### config.mk
export PLATFORM = sky130hd
export DESIGN_NAME = nx_fifo_rd_prefetch
export DESIGN_NICKNAME = d
export VERILOG_FILES = /design/src/rtl/nx_fifo_pf_pkg.sv /design/src/rtl/nx_fifo_pf_buf.sv /design/src/rtl/nx_fifo_rd_prefetch.sv
export SDC_FILE = /design/constraint.sdc
export NUM_CORES = 1
export LEC_CHECK = 0
export ABC_CLOCK_PERIOD_IN_PS = 6730
export CAP_MARGIN = 25
export CORE_ASPECT_RATIO = 1.1
export CORE_MARGIN = 10
export CORE_UTILIZATION = 56
export DETAILED_ROUTE_END_ITERATION = 8
export DONT_BUFFER_PORTS = 1
export PLACE_DENSITY_LB_ADDON = 0.2
export REMOVE_ABC_BUFFERS = 1
export SYNTH_ARGS = -nofsm -noshare
export SYNTH_HDL_FRONTEND = slang
export SYNTH_SLANG_ARGS = --single-unit
### constraint.sdc
create_clock -name clk -period 6.73 [get_ports clk]
set_input_delay 1.6825 -clock clk [delete_from_list [all_inputs] [get_ports clk]]
set_output_delay 1.6825 -clock clk [all_outputs]
set_load 0.1 [all_outputs]
### src/rtl/nx_fifo_pf_pkg.sv
// Shared constants and types for the nx_fifo read-side prefetch stage.
package nx_fifo_pf_pkg;
  localparam int PF_DEPTH    = 2;
  localparam int STALL_CNT_W = 16;
  typedef logic [1:0] pf_cnt_t;
endpackage

### src/rtl/nx_fifo_pf_buf.sv
// Two-entry skid buffer: register file plus head/tail pointers and a word count.
module nx_fifo_pf_buf
  import nx_fifo_pf_pkg::*;
#(
  parameter int WIDTH = 32
) (
  input  logic             clk,
  input  logic             rst,
  input  logic             clear,
  input  logic             push,
  input  logic [WIDTH-1:0] wdata,
  input  logic             pop,
  output logic             valid,
  output logic [WIDTH-1:0] rdata,
  output pf_cnt_t          count
);
  logic [WIDTH-1:0] mem [PF_DEPTH];
  logic             head, tail;

  // Data storage is deliberately left unreset; count gates visibility.
  always_ff @(posedge clk) begin
    if (push) mem[tail] <= wdata;
  end

  always_ff @(posedge clk) begin
    if (rst || clear) begin
      head  <= 1'b0;
      tail  <= 1'b0;
      count <= '0;
    end else begin
      if (push) tail <= ~tail;
      if (pop)  head <= ~head;
      case ({push, pop})
        2'b10:   count <= count + 2'd1;
        2'b01:   count <= count - 2'd1;
        default: count <= count;
      endcase
    end
  end

  assign valid = (count != '0);
  assign rdata = valid ? mem[head] : '0;
endmodule

### src/rtl/nx_fifo_rd_prefetch.sv
// Read-side prefetch: converts nx_fifo empty/ren/rdata into a registered valid/ready stream.
// Optional stall statistics counter enabled by defining NX_FIFO_PREFETCH_STATS_EN.
module nx_fifo_rd_prefetch
  import nx_fifo_pf_pkg::*;
#(
  parameter int WIDTH = 32
) (
  input  logic             clk,
  input  logic             rst,
  input  logic             fifo_empty,
  input  logic [WIDTH-1:0] fifo_rdata,
  input  logic             fifo_underflow,
  output logic             fifo_ren,
  input  logic             clear,
  output logic             out_valid,
  output logic [WIDTH-1:0] out_data,
  input  logic             out_ready,
  output logic [1:0]       occupancy,
  output logic             err_underflow
`ifdef NX_FIFO_PREFETCH_STATS_EN
  ,output logic [STALL_CNT_W-1:0] stall_cnt
`endif
);
  pf_cnt_t count;
  logic    pop;

  // Pop decision uses only the registered count, so out_ready never reaches fifo_ren.
  assign fifo_ren = !rst && !fifo_empty && (count != pf_cnt_t'(PF_DEPTH)) && !clear;
  assign pop      = out_valid && out_ready && !clear;

  nx_fifo_pf_buf #(.WIDTH(WIDTH)) u_buf (
    .clk   (clk),
    .rst   (rst),
    .clear (clear),
    .push  (fifo_ren),
    .wdata (fifo_rdata),
    .pop   (pop),
    .valid (out_valid),
    .rdata (out_data),
    .count (count)
  );

  assign occupancy = count;

  // An underflow coinciding with clear keeps the flag set.
  always_ff @(posedge clk) begin
    if (rst)                 err_underflow <= 1'b0;
    else if (fifo_underflow) err_underflow <= 1'b1;
    else if (clear)          err_underflow <= 1'b0;
  end

`ifdef NX_FIFO_PREFETCH_STATS_EN
  always_ff @(posedge clk) begin
    if (rst || clear)
      stall_cnt <= '0;
    else if (out_valid && !out_ready && (stall_cnt != {STALL_CNT_W{1'b1}}))
      stall_cnt <= stall_cnt + 1'b1;
  end
`endif
endmodule

; ---- Word-level counts from Yosys, hierarchy flattened
; Memory sizes are Yosys's and may differ from the RTL's. A register that Yosys moved wholly into a read port is not among the register bits.
; Index checks and enable logic that the tools add are counted.
[classes]
n_addsub = 2
eq_ne = 3
n_reduce_logical = 12
bitwise_logic = 2
muxes = 8
[op_table]
columns = cell, count
row1 = $mux W32, 1
row2 = $mux W1, 6
row3 = $reduce_bool A2 Y1, 3
row4 = $logic_and A1 B1 Y1, 5
row5 = $pmux W2 S2, 1
row6 = $logic_not A1 Y1, 3
row7 = $add A2 B1 Y2 const B, 1
row8 = $eq A2 B1 Y1 const B, 1
row9 = $eq A2 B2 Y1 const B, 1
row10 = $ne A2 B2 Y1 const B, 1
row11 = $not A1 Y1, 2
row12 = $sub A2 B1 Y2 const B, 1
row13 = $logic_or A1 B1 Y1, 1
[totals]
ram_bits = 64
word_cells = 32
out_inout_bits = 37
mem_count = 1
ff_bits = 5
in_bits = 38
[mem_list]
columns = name, words, width, rd, rd_clocked_by_memory_dff, wr, line
row1 = u_buf.mem, 2, 32, 1, 1, 1, nx_fifo_pf_buf.sv:17  ; logic [WIDTH-1:0] mem [PF_DEPTH];

; ---- Depth between registers and ports, before layout
; Gate-level depths: netlist of the first run.
[depth]
word_depth = 6
ltp_mapped = 8
mapped_depth_nobuf = 7

; ---- Modules after synthesis
; A second synthesis of the first run with hierarchy kept.
[unflattened]
hier_cells = 165
area_unflattened_um2 = 2662.6
[by_module_without_submodules]
columns = mod, seq_area_each_um2, cells_per_inst, area_each_um2, n_inst
row1 = nx_fifo_pf_buf, 2021.9, 157, 2601.2, 1
row2 = nx_fifo_rd_prefetch, 20.0, 8, 61.3, 1

; ---- Least setup slack after synthesis of the first run
; OpenSTA, ideal clock, no wires.
[synth_path]
path_type = input -> register
startpoint = input port rst
endpoint = memory u_buf.mem[0][0] (enable)
path_stages = 5
n_path_buf = 1
arrival_time_ps = 4426
slack_ps = 1883
setup_time_ps = 421
required_time_ps = 6309
cell_sequence = or2_2 buf_2 nor3_4 inv_1 nor2_1
[synth_between]
elab_chain_len = 6
[synth_rtl]
columns = element, line
row1 = from (decl), nx_fifo_rd_prefetch.sv:9  ; input logic rst,
row2 = $logic_not A1 Y1, nx_fifo_rd_prefetch.sv:28  ; assign fifo_ren = !rst && !fifo_empty && (count != pf_cnt_t'(PF_DEPTH)) && !clear;
row3 = $logic_and A1 B1 Y1 (3 in series), nx_fifo_rd_prefetch.sv:28
row4 = via fifo_ren, nx_fifo_rd_prefetch.sv:13  ; output logic fifo_ren,
row5 = $mux W1, nx_fifo_pf_buf.sv:22  ; if (push) mem[tail] <= wdata;
row6 = $mux W1 (not written as such), nx_fifo_pf_buf.sv:22
row7 = to (decl), nx_fifo_pf_buf.sv:17
; The timed path passes the listed nets, and every way through them passes these cells.

; ---- Worst setup path in the final report of the first run
[layout_path]
startpoint = input port rst
endpoint = output port fifo_ren
[layout_between]
elab_chain_len = 4
[layout_rtl]
columns = element, line
row1 = $logic_not A1 Y1, nx_fifo_rd_prefetch.sv:28
row2 = $logic_and A1 B1 Y1 (3 in series), nx_fifo_rd_prefetch.sv:28
row3 = to (decl), nx_fifo_rd_prefetch.sv:13
; No other way between the ends.

==> results of run 1 <==
worst paths after layout:
check | slack [ns] | depth (start not counted) | to | from
setup / recovery | 2.19 | 2 | fifo_ren | rst
setup reg to reg | 3.60 | 5 | u_buf.mem[1][2] | u_buf.count[0]
hold / removal | 0.55 | 2 | u_buf.tail | u_buf.tail
hold reg to reg | 0.55 | 2 | u_buf.tail | u_buf.tail
cells by family after synthesis:
| family | Yosys count | share of synthesized area |
|---|---|---|
| compound gates | 6 | 0.0112 |
| xor+xnor | 3 | 0.00982 |
| fa+ha+maj | 1 | 0.00468 |
| buf+inv | 11 | 0.0187 |
| flops | 70 | 0.763 |
| mux | 32 | 0.120 |
| simple gates | 45 | 0.0725 |
sequential cells by signal (all words and copies together) (netlist names), named ones only:
register	count
u_buf.head	1
err_underflow	1
u_buf.tail	1
u_buf.mem	64
u_buf.count	2
Yosys cell counts:
cell	n	area (um2)
a21oi_1	3	15.0
and2_1	1	6.26
buf_2	7	35.0
clkbuf_1	1	3.75
dfxtp_1	6	120
edfxtp_1	64	1920
ha_1	1	12.5
inv_1	3	11.3
mux2i_1	32	320
nor2_1	39	146
nor2b_1	1	6.26
nor3_4	1	16.3
o21ai_0	3	15.0
or2_2	1	6.26
or3_1	2	12.5
xnor2_1	1	8.76
xor2_1	2	17.5
layer usage:
layer | wire length (um) | track usage
met1 | 1730 | 0.122
met2 | 2590 | 0.208
met3 | 495 | 0.0605
met4 | 56 | 0.0577
met5 | 0 | 0
power breakdown:
part	switching (mW)	leakage, nW	internal (mW)
Combinational	0.0406	0.204	0.00799
Clock	0.132	0.0765	0.127
Sequential	0.00634	0.631	0.484
Total	0.179	0.911	0.619
metrics by stage:
stage	instance area (um2)	cells	utilization	setup slack [ns]	power, mW
floorplan	2640	160	-	1.95	0.538
global placement	2810	217	0.604	2.21	0.545
detailed placement	2840	218	0.610	2.19	0.547
CTS	2980	232	0.641	2.15	0.802
global route	3040	234	0.653	2.15	0.825
finish	3040	234	0.653	2.19	0.797
cell type report:
cell class / instances / area (um2)
sequential: 70 / 2040
fill: 330 / 1610
multi-input combinational: 87 / 678
clock buffer: 11 / 131
timing repair buffer: 4 / 90.1
tap: 56 / 70.1
clock inverter: 3 / 13.8
inverter: 3 / 11.3
==> run summary, run 1 <==
CTS resizes: 0
CP Launch Type: input pin
Clock Path Buffers: 2
n_diodes: 0
drt first-iter violations: 110
post-synthesis sequential area ratio: 0.763
endpoints failing setup: 0
VDD IR max: 0.149 mV
GRT Util Overall: 0.122
CTS hold repair buffers: 0
final wirelength: 4880 um
CP top delay family: simple AND/OR/NAND/NOR gates
initial antenna violation count: 0
port buffer count: 0
commonest non-fill, non-tap cell in the layout: edfxtp_1
Max Slew Vio Count: 0
CTS H-tree depth: 3
CTS buffer count: 9
Hold WS: 0.551 ns
RSZ-0062 raised after global routing: no
clock-pin slew on the worst setup and hold paths: 0.06 ns
Leakage: 0.911 nW
CORE AREA: 4650 um2
PD cells: 263 nW/um2
synthesis-to-layout area growth: 13.6%
Cell variety after synth: 17
critical path's slowest cell: nor3_4
CP Cell Sequence: or2_2 > nor3_4
grt total ovfl: 0
# clock sinks: 70
HP Class: flip-flop to flip-flop
max_cap viols: 0
worst skew pair latency: 0.32 ns
Yosys reg bits: 70
Worst EP arrival: 2.85 ns
CP max stage delay: 0.82 ns
Tmin final: 4.54 ns
Worst Setup End Kind: primary output
worst path bufs/invs: 0
largest net degree at the start of global routing: 34
Layout Nets: 214
syn_area_per_cell: 15.9 um2
Starting Density: 0.575
Synth Cell Area: 2680 um2
die extent in x: 85.9 um
share of cells above drive strength 1: 0.292
die area: 7940 um2
CP required: 5.05 ns
Clock Tree Root: clkbuf_8
DR pass1 iterations: 4
status: completed
Period Utilization, post-route: 0.674
worst rel slew slack: 0.272
Yosys warnings: 0
vias in the first global route: 1414
CTS tree: built
sum of negative setup slack: 0 ns
DRT antenna net count: 0
most frequent cells in the layout: edfxtp_1, mux2i_1, nor2_2, clkbuf_8
gpl congestion: 0.736
Post-CTS Setup Bufs: 0
first-pass GRT wire length: 7390 um
Mapped Cells: 168
Setup CP Type: input pin to primary output
fmax: 220 MHz
# IOs: 75
vias post-DR: 1292
final hold vios: 0
Die Y: 92.5 um
vias per inst: 5.52
Tightest Pin Transition: 1.09 ns
CP max FO: 6
DRC viols: 0
hpwl dp: 3430 um
Cell Rows: 26
post-DR wirelength/cell: 20.8 um
Clock Skews: 0.00501 ns
Note: power is estimated with default switching activity, not from simulation.
==> inputs of run 2 (changes only) <==
- ABC_CLOCK_PERIOD_IN_PS: 6730 -> 4500
- clock period: 6.73 -> 4.5 ns (I/O delays scaled with it)
==> run summary, run 2 (same netlist as run 1, synthesis figures left out) <==
Largest register FFs: 64
CTS H-tree depth: 3
Hold WS: 0.528 ns
Reg2Reg Depth: 8
CP Cell Sequence: buf_4 > nor2_4 > buf_4 > nor2_2 > buf_4
Cell Rows: 26
endpoints failing setup: 0
reg2reg end: u_buf.count[1]
CTS buffer count: 9
sum of negative setup slack: 0 ns
gpl congestion: 0.714
Period Utilization, post-route: 0.706
Reg with most FFs: u_buf.mem
post-DR wirelength/cell: 18.9 um
CORE AREA: 4650 um2
power share of the sequential group: 0.601
Clock Path Buffers: 2
crit path from: u_buf.count[1]
die area: 7940 um2
first-pass GRT wire length: 7940 um
Post-CTS Setup Bufs: 0
RSZ-0062 raised after global routing: no
vias per inst: 5.20
fmax: 315 MHz
share of cells above drive strength 1: 0.414
most frequent cells in the layout: edfxtp_1, buf_4, mux2i_1, nor2_2, clkbuf_8
DR pass1 iterations: 4
status: completed
critical path's slowest cell: nor2_4
Sw Ratio: 0.231
Worst EP arrival: 2.05 ns
Layout Nets: 249
# clock sinks: 70
final hold vios: 0
P_int: 935 uW
CTS resizes: 0
Starting Density: 0.575
initial antenna violation count: 0
grt total ovfl: 0
hpwl dp: 3780 um
worst skew pair latency: 0.34 ns
Max Slew Vio Count: 0
vias in the first global route: 1565
Worst R2R Start: u_buf.count[0]
Die Y: 92.5 um
VDD IR max: 0.243 mV
PD cells: 373 nW/um2
HP Class: flip-flop to flip-flop
Critical Path Most Common Cell: buf_4
CP max FO: 21
Worst Setup End Kind: primary output
final wirelength: 5140 um
CTS hold repair buffers: 0
GRT Util Overall: 0.133
biggest regs: u_buf.mem (64), u_buf.count (2)
max_cap viols: 0
n_diodes: 0
Clock Skews: 0.00413 ns
commonest non-fill, non-tap cell in the layout: edfxtp_1
DRT antenna net count: 0
Leakage: 1.09 nW
power share of the clock group: 0.333
vias post-DR: 1410
Clock Tree Root: clkbuf_8
worst rel slew slack: 0.329
sw power: 281 uW
CP required: 3.38 ns
clock-pin slew on the worst setup and hold paths: 0.06 ns
CTS tree: built
Tmin final: 3.17 ns
CP max stage delay: 0.41 ns
DRC viols: 0
reg2reg setup slack: 2.15 ns
largest net degree at the start of global routing: 33
drt first-iter violations: 99
CP Launch Type: flip-flop
CP Capture Point: out_data[7]
Tightest Pin Transition: 1.01 ns
Setup CP Type: flip-flop to primary output
port buffer count: 0
# IOs: 75
synthesis-to-layout area growth: 22.1%
die extent in x: 85.9 um
Comb pwr share: 0.066
[run 2: cell types whose count changed in the layout (fill, tap and decap cells not counted), sizes merged]
| cell | change |
|---|---|
| buf | +35 |
| clkinvlp | +1 |
| clkinv | +1 |
[run 2: power groups by stage]
| stage | registers (mW) | logic (mW) | clock network, mW |
|---|---|---|---|
| after global routing | 0.732 | 0.0838 | 0.453 |
| final | 0.732 | 0.0798 | 0.405 |
| after detailed placement | 0.746 | 0.0808 | 0 |
| after CTS | 0.732 | 0.0808 | 0.414 |
| after floorplan | 0.747 | 0.0576 | 0 |
| after global placement | 0.745 | 0.0791 | 0 |
[run 2: critical path: cells and delay by family, from the launching register on]
family,cells,cell delay (ns)
buffers and inverters,3,0.89
flip-flops,1,0.31
AND/OR/NAND/NOR,2,0.49
[run 2: worst min path at each step]
stage	startpoint	endpoint	slack, ns	cells past startpoint
after floorplan	u_buf.tail	u_buf.tail	0.47	2
final	u_buf.head	u_buf.head	0.53	2
after detailed placement	u_buf.head	u_buf.head	0.50	2
after CTS	u_buf.head	u_buf.head	0.53	2
after global placement	u_buf.head	u_buf.head	0.50	2
after global routing	u_buf.head	u_buf.head	0.57	2
[run 2: area by class of cell]
| cell class | instances | area, um2 |
|---|---|---|
| clock buffers | 11 | 131 |
| clock inverters | 5 | 26.3 |
| fillers | 321 | 1390 |
| inverters | 3 | 11.3 |
| multi-input cells | 87 | 678 |
| flip-flops and latches | 70 | 2040 |
| well taps | 56 | 70.1 |
| repair buffers | 39 | 305 |
[run 2: metrics by stage]
stage / instance area (um2) / power [mW] / instances / setup slack, ns / utilization
after global routing: 3270 / 1.27 / 271 / 1.19 / 0.702
after global placement: 3110 / 0.824 / 255 / 1.48 / 0.668
after detailed placement: 3110 / 0.826 / 255 / 1.46 / 0.668
after CTS: 3270 / 1.23 / 271 / 1.29 / 0.702
final: 3270 / 1.22 / 271 / 1.33 / 0.702
after floorplan: 2640 / 0.805 / 160 / 0.280 / -
[run 2: metal layers]
layer	global-route usage	vias up	part of all wire
li1	-	689	-
met1	0.120	658	0.33
met2	0.231	55	0.54
met3	0.0771	8	0.11
met4	0.0659	0	0.016
met5	0	-	0
